**src/rtl/addsub_arbiter_pkg.sv**
```systemverilog
// Shared constants and FSM encoding for the add/sub round-robin arbiter.
package addsub_arbiter_pkg;

  localparam int DATA_WIDTH       = 32;
  localparam int DATA_INDEX_LIMIT = DATA_WIDTH - 1;

  typedef enum logic [1:0] {
    ST_IDLE = 2'd0,
    ST_EXEC = 2'd1,
    ST_DONE = 2'd2
  } arbStateT;

endpackage

```
**src/rtl/addsub_arbiter_rr.sv**
```systemverilog
// Combinational round-robin picker: first eligible request scanning from ptr upward, wrapping.
module rr_arbiter
  import addsub_arbiter_pkg::*;
#(
  parameter int NUM_REQ = 4,
  parameter int PTR_W   = 2
) (
  input  logic [NUM_REQ-1:0] req,
  input  logic [NUM_REQ-1:0] mask,
  input  logic [PTR_W-1:0]   ptr,
  output logic [NUM_REQ-1:0] win,
  output logic               any
);

  logic [NUM_REQ-1:0] eligible;
  logic [PTR_W-1:0]   idx;

  assign eligible = req & ~mask;

  always_comb begin
    win = '0;
    any = 1'b0;
    idx = '0;
    for (int i = 0; i < NUM_REQ; i++) begin
      idx = PTR_W'((int'(ptr) + i) % NUM_REQ);
      if (!any && eligible[idx]) begin
        win[idx] = 1'b1;
        any      = 1'b1;
      end
    end
  end

endmodule

```
**src/rtl/addsub_arbiter.sv**
```systemverilog
// Round-robin sharing of one 32-bit adder/subtractor among NUM_REQ requesters.
// Define ADDSUB_OVF_EN to add the registered signed-overflow output OVF.
module addsub_arbiter
  import addsub_arbiter_pkg::*;
#(
  parameter int NUM_REQ = 4,
  parameter int PTR_W   = 2
) (
  input  logic                          CLK,
  input  logic                          RST,
  input  logic [NUM_REQ-1:0]            REQ,
  input  logic [DATA_WIDTH*NUM_REQ-1:0] A_BUS,
  input  logic [DATA_WIDTH*NUM_REQ-1:0] B_BUS,
  input  logic [NUM_REQ-1:0]            SNA,
  output logic [NUM_REQ-1:0]            GNT,
  output logic [NUM_REQ-1:0]            ACK,
  output logic [DATA_WIDTH-1:0]         Y,
  output logic                          CO,
`ifdef ADDSUB_OVF_EN
  output logic                          OVF,
`endif
  output logic                          BUSY
);

  arbStateT               state, nextState;
  logic [PTR_W-1:0]       ptr, winIdx, arbIdx, startPtr;
  logic [NUM_REQ-1:0]     winReg, arbWin, arbMask;
  logic                   arbAny, load;
  logic [DATA_WIDTH-1:0]  opA, opB, bx;
  logic                   opSub;
  logic [DATA_WIDTH:0]    sumFull;
  logic [DATA_WIDTH-1:0]  aArr [NUM_REQ];
  logic [DATA_WIDTH-1:0]  bArr [NUM_REQ];

  function automatic logic [PTR_W-1:0] incPtr(input logic [PTR_W-1:0] p);
    return (int'(p) == NUM_REQ - 1) ? '0 : p + PTR_W'(1);
  endfunction

  for (genvar g = 0; g < NUM_REQ; g++) begin : gUnpack
    assign aArr[g] = A_BUS[g*DATA_WIDTH +: DATA_WIDTH];
    assign bArr[g] = B_BUS[g*DATA_WIDTH +: DATA_WIDTH];
  end

  // In DONE the winner's REQ is still high; mask it and scan from the slot after it.
  assign arbMask  = (state == ST_DONE) ? winReg : '0;
  assign startPtr = (state == ST_DONE) ? incPtr(winIdx) : ptr;

  rr_arbiter #(.NUM_REQ(NUM_REQ), .PTR_W(PTR_W)) uRr (
    .req  (REQ),
    .mask (arbMask),
    .ptr  (startPtr),
    .win  (arbWin),
    .any  (arbAny)
  );

  always_comb begin
    arbIdx = '0;
    for (int i = 0; i < NUM_REQ; i++)
      if (arbWin[i]) arbIdx = PTR_W'(i);
  end

  // Shared adder: subtract is A + ~B + 1.
  assign bx      = opSub ? ~opB : opB;
  assign sumFull = {1'b0, opA} + {1'b0, bx} + {{DATA_WIDTH{1'b0}}, opSub};

  always_comb begin
    nextState = state;
    load      = 1'b0;
    case (state)
      ST_IDLE: if (arbAny) begin
        load      = 1'b1;
        nextState = ST_EXEC;
      end
      ST_EXEC: nextState = ST_DONE;
      ST_DONE: begin
        if (arbAny) begin
          load      = 1'b1;
          nextState = ST_EXEC;
        end else begin
          nextState = ST_IDLE;
        end
      end
      default: nextState = ST_IDLE;
    endcase
  end

  always_ff @(posedge CLK) begin
    if (!RST) begin
      state  <= ST_IDLE;
      ptr    <= '0;
      winReg <= '0;
      winIdx <= '0;
      opA    <= '0;
      opB    <= '0;
      opSub  <= 1'b0;
      Y      <= '0;
      CO     <= 1'b0;
`ifdef ADDSUB_OVF_EN
      OVF    <= 1'b0;
`endif
    end else begin
      state <= nextState;
      if (load) begin
        winReg <= arbWin;
        winIdx <= arbIdx;
        opA    <= aArr[arbIdx];
        opB    <= bArr[arbIdx];
        opSub  <= SNA[arbIdx];
      end
      if (state == ST_EXEC) begin
        Y  <= sumFull[DATA_INDEX_LIMIT:0];
        CO <= sumFull[DATA_WIDTH];
`ifdef ADDSUB_OVF_EN
        OVF <= (opA[DATA_INDEX_LIMIT] == bx[DATA_INDEX_LIMIT]) &&
               (sumFull[DATA_INDEX_LIMIT] != opA[DATA_INDEX_LIMIT]);
`endif
      end
      if (state == ST_DONE) ptr <= incPtr(winIdx);
    end
  end

  assign BUSY = (state != ST_IDLE);
  assign GNT  = BUSY ? winReg : '0;
  assign ACK  = (state == ST_DONE) ? winReg : '0;

endmodule
```
**config.mk**
```make
export PLATFORM = sky130hd
export DESIGN_NAME = addsub_arbiter
export DESIGN_NICKNAME = d
export VERILOG_FILES = /design/src/rtl/addsub_arbiter_pkg.sv /design/src/rtl/addsub_arbiter_rr.sv /design/src/rtl/addsub_arbiter.sv
export SDC_FILE = /design/constraint.sdc
export NUM_CORES = 1
export LEC_CHECK = 0
export BUFFER_PORTS_ARGS = -buffer_cell sky130_fd_sc_hd__clkbuf_2
export CAP_MARGIN = 25
export CORE_MARGIN = 2
export CORE_UTILIZATION = 49
export DETAILED_ROUTE_END_ITERATION = 10
export PLACE_DENSITY_LB_ADDON = 0.2
export SLEW_MARGIN = 25
export SYNTH_ARGS = -nofsm -noshare
export SYNTH_HDL_FRONTEND = slang
export SYNTH_SLANG_ARGS = --single-unit
```
**constraint.sdc**
```tcl
create_clock -name CLK -period 4.6 [get_ports CLK]
set_input_delay 0.23 -clock CLK [delete_from_list [all_inputs] [get_ports CLK]]
set_output_delay 0.23 -clock CLK [all_outputs]
set_load 0.005 [all_outputs]
```
== After elaboration in Yosys (flattened, before gate mapping) ==
Cells that the tools add are included.
Storage, ports and cells
  flip-flop bits (word level): 108
Operators by class
  reductions and logical operators: 13
  equal/unequal tests: 4
  mux-type cells: 45
  magnitude comparators: 10
  add/subtract/negate cells: 6
  bitwise operators: 7
Operators by type and width (count)
  2-to-1 mux 32 bit: 5
  binary-select mux 32 bit (select 2 bit): 2
  adder 32 x 32 -> 33 bit: 1
  adder 33 x 1 -> 33 bit: 1
  inverter 32 bit: 1
  2-to-1 mux 4 bit: 6
  2-to-1 mux 1 bit: 17
  < comparator 2 x 3 -> 1 bit (second input constant): 5
  bitwise OR 4 bit: 3
  binary-select mux 1 bit (select 2 bit): 5
  2-to-1 mux 2 bit: 5
  demux 1 bit (select 2 bit): 4
  greater-or-equal comparator 2 x 1 -> 1 bit (second input constant): 4
  logical AND 1 bit: 7
  one-hot mux 2 bit (3 select lines): 1
  adder 2 x 1 -> 2 bit (second input constant): 2
  adder 2 bit (second input constant): 2
  AND 4 bit: 1
  equality test 2 x 1 -> 1 bit (second input constant): 2
  inverter 4 bit: 1
  greater-or-equal comparator 3 bit (second input constant): 1
  logical NOT 1 bit: 3
  inverter 2 -> 3 bit: 1
  equality test 2 bit (second input constant): 1
  4 further kinds: 4

== Longest topological paths before layout ==
  depth after elaboration: 23
  gate-level depth with buffers: 14
  depth with buffers taken out: 11

== Modules after synthesis ==
A second synthesis with hierarchy kept.
Unflattened totals
  cell total of the unflattened synthesis: 1147
  area total of the unflattened synthesis: 8338.0 µm²
By module, submodules not included
  addsub_arbiter: area each 7918.8 µm², instances 1, cells each 1095
  rr_arbiter: area each 419.2 µm², instances 1, cells each 52

== Worst setup path before layout ==
OpenSTA, ideal clock, no wires.
  kind: register -> register
  start: reg opSub
  end: reg Y[23]
  path slack: 1219 ps
  cell stages (with the launch flop): 14
  setup time: 79 ps
  period minus slack after synthesis: 3381 ps
  data arrival time: 3302 ps
  path through: dfxtp_1 -> clkbuf_1 -> buf_1 -> xor2_1 -> ha_1 -> or4_1 -> o211a_1 -> a31oi_1 -> o32a_1 -> a21boi_0 -> nand2b_1 -> and3_1 -> a211o_1 -> o211ai_1
On the way
  word-level cells in the longest chain between the ends: 3
Ends and longest elaborated chain
  start, declared: RTL line addsub_arbiter.sv:30  | logic opSub;
  start signal, assigned: RTL line addsub_arbiter.sv:108  | opSub <= SNA[arbIdx];
  2-to-1 mux 32 bit: RTL line addsub_arbiter.sv:63  | assign bx = opSub ? ~opB : opB;
  adder 32 x 32 -> 33 bit: RTL line addsub_arbiter.sv:64  | assign sumFull = {1'b0, opA} + {1'b0, bx} + {{DATA_WIDTH{1'b0}}, opSub};
  adder 33 x 1 -> 33 bit *: RTL line addsub_arbiter.sv:64
  end signal, assigned: RTL line addsub_arbiter.sv:111  | Y <= sumFull[DATA_INDEX_LIMIT:0];
  end, declared: RTL line addsub_arbiter.sv:17  | output logic [DATA_WIDTH-1:0] Y,
Mark *: on every way between the ends. The rest lies on a longest branch, timed or not.
A chain may end at the register's enable or synchronous reset.

== Final worst setup path ==
  start: reg state[0]
  end: reg opB[16]
On the way
  elaborated cells on any way between the ends: 64
RTL lines
  start, declared: RTL line addsub_arbiter.sv:25  | arbStateT state, nextState;
  start signal, assigned: RTL line addsub_arbiter.sv:102  | state <= nextState;
  equality test 2 bit *: RTL line addsub_arbiter.sv:46  | assign startPtr = (state == ST_DONE) ? incPtr(winIdx) : ptr;
  2-to-1 mux 2 bit *
  net startPtr[1]: RTL line addsub_arbiter.sv:26  | logic [PTR_W-1:0] ptr, winIdx, arbIdx, startPtr;
  branches (longest 19 deep; another with < comparator 2 x 3 -> 1 bit)
  end signal, assigned: RTL line addsub_arbiter.sv:107  | opB <= bArr[arbIdx];
  end, declared: RTL line addsub_arbiter.sv:29  | logic [DATA_WIDTH-1:0] opA, opB, bx;
Mark *: on every way through the listed nets, which the timed path passes. The select of a mux whose other input is x is not followed.

==> out/results.ini <==
[timing]
slew_headroom=0.3850
period_needed_ns=3.946
setup_tns_ns=0
rsz0062_at_grt=false
hold_ws_ns=0.1272
setup_viol=0
fin_ws_ns=0.6541
worstMarginPinSlew_ns=0.9214
clock_skew_ns=0.01432
hold_viol_final=0
fin_crit_sh=0.8578
fmax_ghz=0.2534
finalMaxSlewViolations=0

[route]
wirelength_mm=24.78
viasPerCell=5.797
drtPass1Iterations=5
vias=7890
drtAntennaViolNets=0
drcViolationCount=0
drt_iter0_markers=579
wl_per_cell_um=18.20

[cts]
cts_root_buf=clkbuf_16
clk_pin_slew_ns=0.08
clock_latency_ns=0.36
postCtsSetupBuffers=0
cts_max_level=3
cts_tree=yes
numCtsBuffers=9
clockBufferDepth=2
hold_buffers=0
cts.sinks=108
cts-resized-gates=0

[logic_synthesis]
synth_edf_count=0
synth_seq_cells=108
async_reset_ff_frac=0
synth_fa_ha_area_frac=0.06939
yosysSeqAreaShare=0.2882
syn_nets=1203
syn_inst=896
muxShareOfSynthArea=0.08290
syn_avg_cell_area_um2=8.372
synth_top_flop_cell=dfxtp_1
yosys.area_share.simple=0.1468
synth_cell_types=63
synth_xor_area_frac=0.06422
synth_top_family_by_area=compound AO/OA/AOI/OAI gates
synthesis.area_um2=7501
synth_compound_area_frac=0.2914
ys_warn_count=0

[placed_design]
port_buffers=307
hpwlAfterDp_mm=19.58
post-place-ws_ns=0.7697
placed_area_um2=9117
dp_cells=1344
routabilityCongestion=0.9501

[global_routing]
antenna_found_initial=1
grt_usage=0.2981
grt_pass1_vias=7375
grt_max_degree=54
grt_pass1_wl_mm=38.23
overflow=0

[pwr]
ir_worst_vdd_mv=0.2379
p_int_mw=2.426
finalPower_mw=4.102
p_switching_mw=1.676
cellPowerDensity_nw_per_um2=435.7
power_frac_comb=0.497
power.leakage_nw=4.423
clkPwrFrac=0.192
power_frac_seq=0.311
swShare=0.4085

[die]
die_y_um=127.7
dieArea_um2=16310
initial_utilization=0.4971
core_um2=15090
num_io_pins=308
rows=45
die_width_um=127.7

[layout]
syn_to_final_growth_pct=25.49
layout-drive-gt1-share=0.3055
seq_area_um2=2163
fin_cells=1361
fin_area_um2=9413
utilization=0.6238
num-nets-final=1474
multi_input_area_um2=4949
fillers=1466

[worst_hold_path]
hold_class=primary input to flip-flop

[worst_setup_path]
max_stage_delay_ns=0.55
crit_arrival_ns=4.21
cp_max_fo=35
crit_path_top_delay_cell=a221o_1
cpMostUsedCell=buf_4
crit_family=compound AO/OA/AOI/OAI gates
worst-path-buf-inv=3
path_class=flip-flop to flip-flop
path_cells=nand2b_1 -> mux2i_2 -> buf_4 -> inv_1 -> ha_1 -> mux4_2 -> o2111ai_1 -> nand2_2 -> a221o_1 -> nand3_2 -> buf_4 -> nor2_1 -> a211oi_1
startpoint_type=flip-flop
critPathCaptureType=flip-flop
cp.required_ns=4.87

[run_status]
status=completed

[run]
drv_cap=0

-- worst register-to-register path, cell delays in order, from the launching register on --
cell and delay, ns:
dfxtp_1 0.46, nand2b_1 0.34, mux2i_2 0.24, buf_4 0.20, inv_1 0.16, ha_1 0.39, mux4_2 0.38, o2111ai_1 0.16
nand2_2 0.12, a221o_1 0.55, nand3_2 0.17, buf_4 0.36, nor2_1 0.11, a211oi_1 0.21
-- Yosys cell counts (all sizes together) (6+ instances only) --
cell type,count,area share
nor2b,7,0.0058
nand3,19,0.013
a211oi,55,0.055
inv,23,0.012
nor3,22,0.015
or3,6,0.0050
nand2,73,0.038
clkbuf,29,0.015
nor2,87,0.044
o221ai,52,0.061
nand4,7,0.0058
a2bb2oi,13,0.015
xor2,41,0.048
a21o,15,0.015
o211ai,9,0.0090
a31oi,6,0.0050
and3,6,0.0050
xnor2,14,0.016
a21oi,52,0.035
o21ai,40,0.027
buf,36,0.031
o32ai,13,0.015
ha,40,0.067
dfxtp,108,0.29
mux2i,55,0.074
-- cell families (layout without fill, tap and decap cells) --
logic type	Yosys count	in the layout
compound gates	300	300
simple gates	245	245
flops	108	108
buf+inv	88	364
mux	59	59
xor+xnor	55	55
fa+ha+maj	41	41
other cells	0	1
-- cell type report --
class                   instances  area share
clock buffers                  10     0.02433
flip-flops and latches        108      0.2298
multi-input cells             700      0.5257
clock inverters                 6    0.006779
repair buffers                325      0.1789
inverters                      23    0.009172
diodes                          1   0.0002659
well taps                     188     0.02499
-- path summary, 6_finish.rpt --
check / startpoint / endpoint / slack (ns) / depth (start not counted)
min: B_BUS[86] / opB[22]$_SDFFE_PN0P_ / 0.13 / 3
max: state[0]$_SDFFE_PN0P_ / opB[16]$_SDFFE_PN0P_ / 0.65 / 13
min reg2reg: Y[8]$_SDFFE_PN0N_ / Y[8]$_SDFFE_PN0N_ / 0.45 / 2
max reg2reg: state[0]$_SDFFE_PN0P_ / opB[16]$_SDFFE_PN0P_ / 0.65 / 13
-- cell usage in the layout (no fill, tap or decap), types with 14 or more instances in the layout --
cell and instances:
clkbuf_2 307, a21o_1 15, a211oi_1 55, inv_1 23, mux2i_1 54, nor3_1 22, o221ai_1 52, xor2_1 41
nand2_1 71, nand3_1 18, o21ai_0 35, ha_1 40, dfxtp_1 107, buf_4 17, a21oi_1 52, xnor2_1 14
nor2_1 87
-- per-layer routing --
metal | vias to the layer above | GRT usage | wire [µm]
met5 | - | 0 | 0
met4 | 0 | 0.09761 | 636
met3 | 43 | 0.04883 | 1482
met2 | 319 | 0.4835 | 11590
met1 | 3608 | 0.4059 | 11070
li1 | 3920 | - | -
-- flip-flops by register name, summed over array words and instances, names as in the netlist, 2 cells and up --
register	cells
Y	32
opA	32
opB	32
ptr	2
state	2
winIdx	2
winReg	4
-- power by group through the flow --
stage	Clock [mW]	Combinational [mW]	Sequential [mW]
final	0.788	2.04	1.28
after global routing	0.836	2.24	1.29
after CTS	0.797	2.01	1.28
after detailed placement	0	2.00	1.30
after global placement	0	1.99	1.29
after floorplan	0	1.46	1.23
No activity file was read; power rests on OpenSTA's default activity.
